==> src/rtl/mmcm_ps_if.sv <==
// Handshake signals of the MMCM dynamic phase-shift port (psen/psincdec/psdone)
// plus the responder's busy indication.
interface mmcm_ps_if;
    logic psen;
    logic psincdec;
    logic psdone;
    logic ps_busy;

    modport master (
        output psen,
        output psincdec,
        input  psdone,
        input  ps_busy
    );

    modport slave (
        input  psen,
        input  psincdec,
        output psdone,
        output ps_busy
    );
endinterface

==> src/rtl/mmcm_ps_responder.sv <==
// Stand-in for the MMCM on the dynamic phase-shift port: lock-up delay, fixed
// psen-to-psdone latency, wrapping phase accumulator and violation counting.
module mmcm_ps_responder #(
    parameter int PS_LATENCY       = 12,
    parameter int STEPS_PER_PERIOD = 560,
    parameter int PHASE_W          = 12,
    parameter int LOCK_CYCLES      = 64
) (
    input  logic                      sys_clk,
    input  logic                      rst,
    mmcm_ps_if.slave                  ps,
    input  logic                      ps_clr,
    output logic                      locked,
    output logic [PHASE_W-1:0]        ps_phase,
    output logic signed [15:0]        ps_total,
    output logic [7:0]                ps_err_cnt
);

    localparam int LCW = $clog2(LOCK_CYCLES + 1);
    localparam int LAT_W = $clog2(PS_LATENCY + 1);
    localparam logic [LCW-1:0]     LOCK_LAST = LCW'(LOCK_CYCLES - 1);
    localparam logic [LAT_W-1:0]   LAT_LOAD  = LAT_W'(PS_LATENCY);
    localparam logic [PHASE_W-1:0] PH_MAX    = PHASE_W'(STEPS_PER_PERIOD - 1);

    typedef enum logic [1:0] {
        LOCKING = 2'd0,
        IDLE    = 2'd1,
        SHIFT   = 2'd2,
        DONE    = 2'd3
    } state_t;

    state_t           state;
    logic [LCW-1:0]   lock_cnt;
    logic [LAT_W-1:0] lat_cnt;
    logic             dir;
    logic             psdone_r;
    logic             busy_r;

    assign ps.psdone  = psdone_r;
    assign ps.ps_busy = busy_r;

    function automatic logic [PHASE_W-1:0] step_phase(
        input logic [PHASE_W-1:0] p,
        input logic               up
    );
        if (up)
            return (p == PH_MAX) ? '0 : p + PHASE_W'(1);
        else
            return (p == '0) ? PH_MAX : p - PHASE_W'(1);
    endfunction

    function automatic logic signed [15:0] sat_step(
        input logic signed [15:0] t,
        input logic               up
    );
        if (up)
            return (t == 16'sh7FFF) ? t : t + 16'sd1;
        else
            return (t == -16'sh8000) ? t : t - 16'sd1;
    endfunction

    function automatic logic [7:0] sat_inc8(input logic [7:0] v);
        return (v == 8'hFF) ? v : v + 8'd1;
    endfunction

    always_ff @(posedge sys_clk or posedge rst) begin
        if (rst) begin
            state      <= LOCKING;
            lock_cnt   <= '0;
            lat_cnt    <= '0;
            dir        <= 1'b0;
            psdone_r   <= 1'b0;
            busy_r     <= 1'b0;
            locked     <= 1'b0;
            ps_phase   <= '0;
            ps_total   <= '0;
            ps_err_cnt <= '0;
        end else begin
            psdone_r <= 1'b0;
            case (state)
                LOCKING: begin
                    if (lock_cnt == LOCK_LAST) begin
                        locked <= 1'b1;
                        state  <= IDLE;
                    end else begin
                        lock_cnt <= lock_cnt + LCW'(1);
                    end
                end
                IDLE: begin
                    if (ps.psen) begin
                        dir     <= ps.psincdec;
                        lat_cnt <= LAT_LOAD;
                        busy_r  <= 1'b1;
                        state   <= SHIFT;
                    end
                end
                SHIFT: begin
                    // Counter holds the edges still to go; the edge that sees 1 enters DONE.
                    if (lat_cnt == LAT_W'(1)) begin
                        state    <= DONE;
                        psdone_r <= 1'b1;
                        ps_phase <= step_phase(ps_phase, dir);
                        ps_total <= sat_step(ps_total, dir);
                    end else begin
                        lat_cnt <= lat_cnt - LAT_W'(1);
                    end
                end
                DONE: begin
                    busy_r <= 1'b0;
                    state  <= IDLE;
                end
                default: state <= LOCKING;
            endcase

            if (ps.psen && (state != IDLE))
                ps_err_cnt <= sat_inc8(ps_err_cnt);

            // Placed last so a coincident clear overrides any update above.
            if (ps_clr) begin
                ps_phase   <= '0;
                ps_total   <= '0;
                ps_err_cnt <= '0;
            end
        end
    end

endmodule

==> src/flat_wrapper.sv <==
// flat-port wrapper written by rule: the top's interface ports become plain ports
module mmcm_ps_responder_flat 
#(
    parameter int PS_LATENCY       = 12,
    parameter int STEPS_PER_PERIOD = 560,
    parameter int PHASE_W          = 12,
    parameter int LOCK_CYCLES      = 64
)
  (sys_clk, rst, ps_clr, locked, ps_phase, ps_total, ps_err_cnt, ps_psen, ps_psincdec, ps_psdone, ps_ps_busy);
  mmcm_ps_if ps_i ();
  input  logic sys_clk;
  input  logic rst;
  input  logic ps_clr;
  output logic locked;
  output logic [PHASE_W-1:0] ps_phase;
  output logic signed [15:0] ps_total;
  output logic [7:0] ps_err_cnt;
  input wire logic [$bits(ps_i.psen)-1:0] ps_psen;
  input wire logic [$bits(ps_i.psincdec)-1:0] ps_psincdec;
  output wire logic [$bits(ps_i.psdone)-1:0] ps_psdone;
  output wire logic [$bits(ps_i.ps_busy)-1:0] ps_ps_busy;
  assign ps_i.psen = ps_psen;
  assign ps_i.psincdec = ps_psincdec;
  assign ps_psdone = ps_i.psdone;
  assign ps_ps_busy = ps_i.ps_busy;
  mmcm_ps_responder #(.PS_LATENCY(PS_LATENCY), .STEPS_PER_PERIOD(STEPS_PER_PERIOD), .PHASE_W(PHASE_W), .LOCK_CYCLES(LOCK_CYCLES)) u_core (.sys_clk(sys_clk), .rst(rst), .ps(ps_i), .ps_clr(ps_clr), .locked(locked), .ps_phase(ps_phase), .ps_total(ps_total), .ps_err_cnt(ps_err_cnt));
endmodule
==> config.mk <==
export PLATFORM = sky130hd
export DESIGN_NAME = mmcm_ps_responder_flat
export DESIGN_NICKNAME = d
export VERILOG_FILES = /design/src/rtl/mmcm_ps_if.sv /design/src/rtl/mmcm_ps_responder.sv /design/src/flat_wrapper.sv
export SDC_FILE = /design/constraint.sdc
export NUM_CORES = 1
export LEC_CHECK = 0
export ABC_AREA = 1
export CORE_MARGIN = 10
export CORE_UTILIZATION = 36
export DETAILED_ROUTE_END_ITERATION = 8
export GPL_TIMING_DRIVEN = 0
export MAX_ROUTING_LAYER = met4
export PLACE_DENSITY_LB_ADDON = 0.05
export SLEW_MARGIN = 30
export SYNTH_ARGS = -nofsm -noshare
export SYNTH_HDL_FRONTEND = slang
export SYNTH_SLANG_ARGS = --single-unit
==> constraint.sdc <==
create_clock -name sys_clk -period 2 [get_ports sys_clk]
set_input_delay 0.4 -clock sys_clk [delete_from_list [all_inputs] [get_ports sys_clk]]
set_output_delay 0.4 -clock sys_clk [all_outputs]
set_load 0.03 [all_outputs]
==> impl_metrics.py <==
metrics = {
    "worst_setup_path": {
        "cpPeakStageDelay_ns": 0.73,
        "critPathMaxFanout": 6,
        "setup.worst_path.end": "ps_total[1]",
        "regToRegSetupSlack_ns": 0.12,
        "start_kind": "flip-flop",
        "cp_num_buf_inv": 1,
        "worstPathRequired_ns": 1.60,
        "critical_path.slowest_cell": "clkdlybuf4s50_1",
        "worstRegToRegCells": 13,
        "worstSetupPathDepth": 1,
        "timing.rr.end": "u_core.ps_total[15]",
        "r2r_start": "u_core.dir",
        "crit_path_end_kind": "output pin",
        "critPathArrivalTime_ns": 1.53,
        "cp-startpoint": "u_core.ps_total[1]",
        "crit_family": "buffers and inverters",
        "crit_chain": "clkdlybuf4s50_1",
        "path_class": "reg2out",
    },
    "die": {
        "row_count": 39,
        "ios": 44,
        "dieArea_um2": 16540,
        "start_util": 0.3703,
        "die_height_um": 128.6,
        "die_w_um": 128.6,
        "coreArea_um2": 11470,
    },
    "final_layout": {
        "drive_above_1_share": 0.1191,
        "area_delta_synth_final_pct": 24.10,
        "diodes": 0,
        "fillers": 1157,
        "nNetsFinal": 728,
        "finish.instance_area_um2": 5270,
    },
    "sta": {
        "tightestPinTransition_ns": 0.3635,
        "finalSetupViolCount": 0,
        "fmax_ghz": 0.5169,
        "whs_ns": 0.3561,
        "min_period_ns": 1.934,
        "final_max_slew_viol_count": 0,
        "rsz0062_at_grt": "true",
        "relSlewSlack": 0.7569,
        "final_hold_viol_count": 0,
        "finalClockSkew_ns": 0.007796,
        "period_share": 0.9672,
    },
    "logic_synthesis": {
        "yosysWarnings": 0,
        "synth_area_leader_cell": "dfrtp_1",
        "synth_area_um2": 4247,
        "synth_top_area_frac": 0.3123,
        "synthesis.nets": 670,
        "seq_area_frac_synth": 0.3123,
        "postSynthCellCount": 638,
        "ys_ff_latch": 53,
        "synth_area_leaders": "dfrtp_1 (31%), nand2_1 (21%), ha_1 (7.7%)",
        "synth_cell_types": 39,
        "syn_area_per_cell_um2": 6.656,
    },
    "cts": {
        "tritoncts": "done",
        "clk_latency_ns": 0.31,
        "htreeDepth": 2,
        "clock_path_buffers": 2,
        "clk_pin_slew_ns": 0.08,
        "holdBufCountCts": 0,
        "cts_num_sinks": 53,
        "cts_buffers": 5,
        "root_buffer": "clkbuf_16",
    },
    "power": {
        "p_per_area_nw_per_um2": 400.8,
        "ir_worst_vdd_mv": 0.3654,
        "p_leak_nw": 2.714,
    },
    "global_route": {
        "overflow": 0,
        "antenna_found_initial": 0,
        "grt_usage": 0.1456,
        "grt_pass1_wl_um": 19110,
        "grt_pass1_vias": 3850,
        "grt_max_degree": 43,
    },
    "drt": {
        "drt_first_pass_iters": 4,
        "drc_errors": 0,
        "vias_per_cell": 4.823,
        "ant_nets": 0,
        "via_count": 4051,
        "wl_per_cell_um": 13.65,
        "initialDrtViolationCount": 294,
        "totalWireLength_um": 11460,
    },
    "min_path": {
        "min-delay-path-class": "in2async",
    },
    "place": {
        "io_buffers": 43,
        "dp_hpwl_um": 8466,
        "routabilityCongestion": 0.9001,
        "place_area_um2": 4888,
    },
    "status": {
        "status": "finished clean",
    },
    "job": {
        "maxCapViolCount": 0,
    },
}
[where the power goes]
| part | internal, mW | switching, mW | total [mW] |
|---|---|---|---|
| logic | 0.0425 | 0.0784 | 0.121 |
| registers | 1.08 | 0.00824 | 1.09 |
| clock network | 0.466 | 0.439 | 0.905 |
[flip-flops by register name, summed over array words and instances, names as in the netlist]
name and count:
u_core.lat_cnt 4, u_core.lock_cnt 7, u_core.locked 1, u_core.ps_err_cnt 8, u_core.ps.ps_busy 1, u_core.state 2, u_core.ps_total 16, u_core.ps.psdone 1
u_core.ps_phase 12, u_core.dir 1
[cell type report]
class                           instances  area, µm²  area share
Tap cell                              143      178.9     0.03395
Timing Repair Buffer                   51      549.3      0.1042
Sequential cell                        53       1326      0.2517
Multi-Input combinational cell        489       2630      0.4991
Clock buffer                            6      128.9     0.02445
Buffer                                 11      106.4     0.02018
Clock inverter                          2      15.01    0.002849
Inverter                               85      335.3     0.06363
[synthesized netlist by cell type]
library cell and count:
a21o_1 1, a21oi_1 16, a31oi_1 1, a31oi_2 1, and2_1 2, buf_2 3, buf_4 3, buf_6 3
buf_8 1, clkbuf_2 1, clkinv_2 1, dfrtp_1 53, fa_1 1, ha_1 26, inv_1 74, inv_2 8
inv_4 1, inv_6 1, nand2_1 237, nand2_2 2, nand2_4 2, nand3_1 51, nand3_2 1, nand3_4 1
nand3b_1 7, nand4_1 10, nor2_1 52, nor2_2 7, nor2_4 4, nor3_1 9, nor3_2 1, o21ai_0 17
o21ai_1 11, o22ai_1 3, o31ai_1 1, or2_1 2, or2_2 2, xnor2_1 7, xor2_1 14
[layer usage]
layer / wire length, µm / GRT usage / vias to the layer above
met5: 0 / - / -
met4: 116 / 0.04584 / 0
met3: 466 / 0.02546 / 6
met2: 5264 / 0.2193 / 66
met1: 5615 / 0.1944 / 1852
li1: - / - / 2127
[cell usage in the layout, fill, tap and decap left out, types with 9 or more instances in the layout]
cell             netlist  routed
nand2_1              237     232
nor2_2                 7      13
o21ai_0               17      17
dfrtp_1               53      53
o21ai_1               11      11
xor2_1                14      14
nor3_1                 9       9
ha_1                  26      20
inv_1                 74      72
clkdlybuf4s50_1        0      41
nand3_1               51      49
a21oi_1               16      13
nor2_1                52      46
nand4_1               10      10
[worst min-delay path by stage]
stage	startpoint	to	slack, ns	cells past startpoint
2_1_floorplan	u_core.lock_cnt[6]	u_core.lock_cnt[6]	0.46	2
3_3_place_gp	u_core.locked	u_core.locked	0.44	1
3_5_place_dp	u_core.locked	u_core.locked	0.45	1
4_1_cts	rst	u_core.ps_total[1]	0.35	2
5_1_grt	rst	u_core.lock_cnt[1]	0.37	2
6_report	rst	u_core.ps_total[6]	0.36	2
[worst register-to-register path: cells and delay by family (launching register included)]
family | cells | cell delay, ns
adders and majority gates | 1 | 0.35
buffers and inverters | 3 | 0.29
DFF | 1 | 0.35
and+or+nand+nor | 9 | 0.80
[cells by family after synthesis]
family                     share of synthesized area
DFF                                           0.3123
and+or+nand+nor                               0.4001
buffers and inverters                        0.09870
xor gates and xnor gates                     0.04331
AOI/OAI and AO/OA                            0.06423
adders and majority gates                    0.08132
[metrics by stage]
step	TNS (ns)	worst slack (ns)	utilization	power, mW	instances
6_report	0	0.06551	0.4596	2.112	840
5_1_grt	-0.1038	-0.04165	0.4596	2.205	840
4_1_cts	0	0.02448	0.4476	2.158	834
3_5_place_dp	-1.563	-0.2455	0.4263	1.233	825
3_3_place_gp	-51.41	-0.9470	0.4237	1.224	824
2_1_floorplan	0	0.07094	-	1.176	638
[what timing repair did]
item | in CTS | in global routing
setup endpoints to repair | 12 | 12
gates resized for setup | 11 | 23
pin swaps | 1 | 6
setup buffers | 0 | 5
gates cloned | 1 | 1
Power figures use the tool's default switching activity.
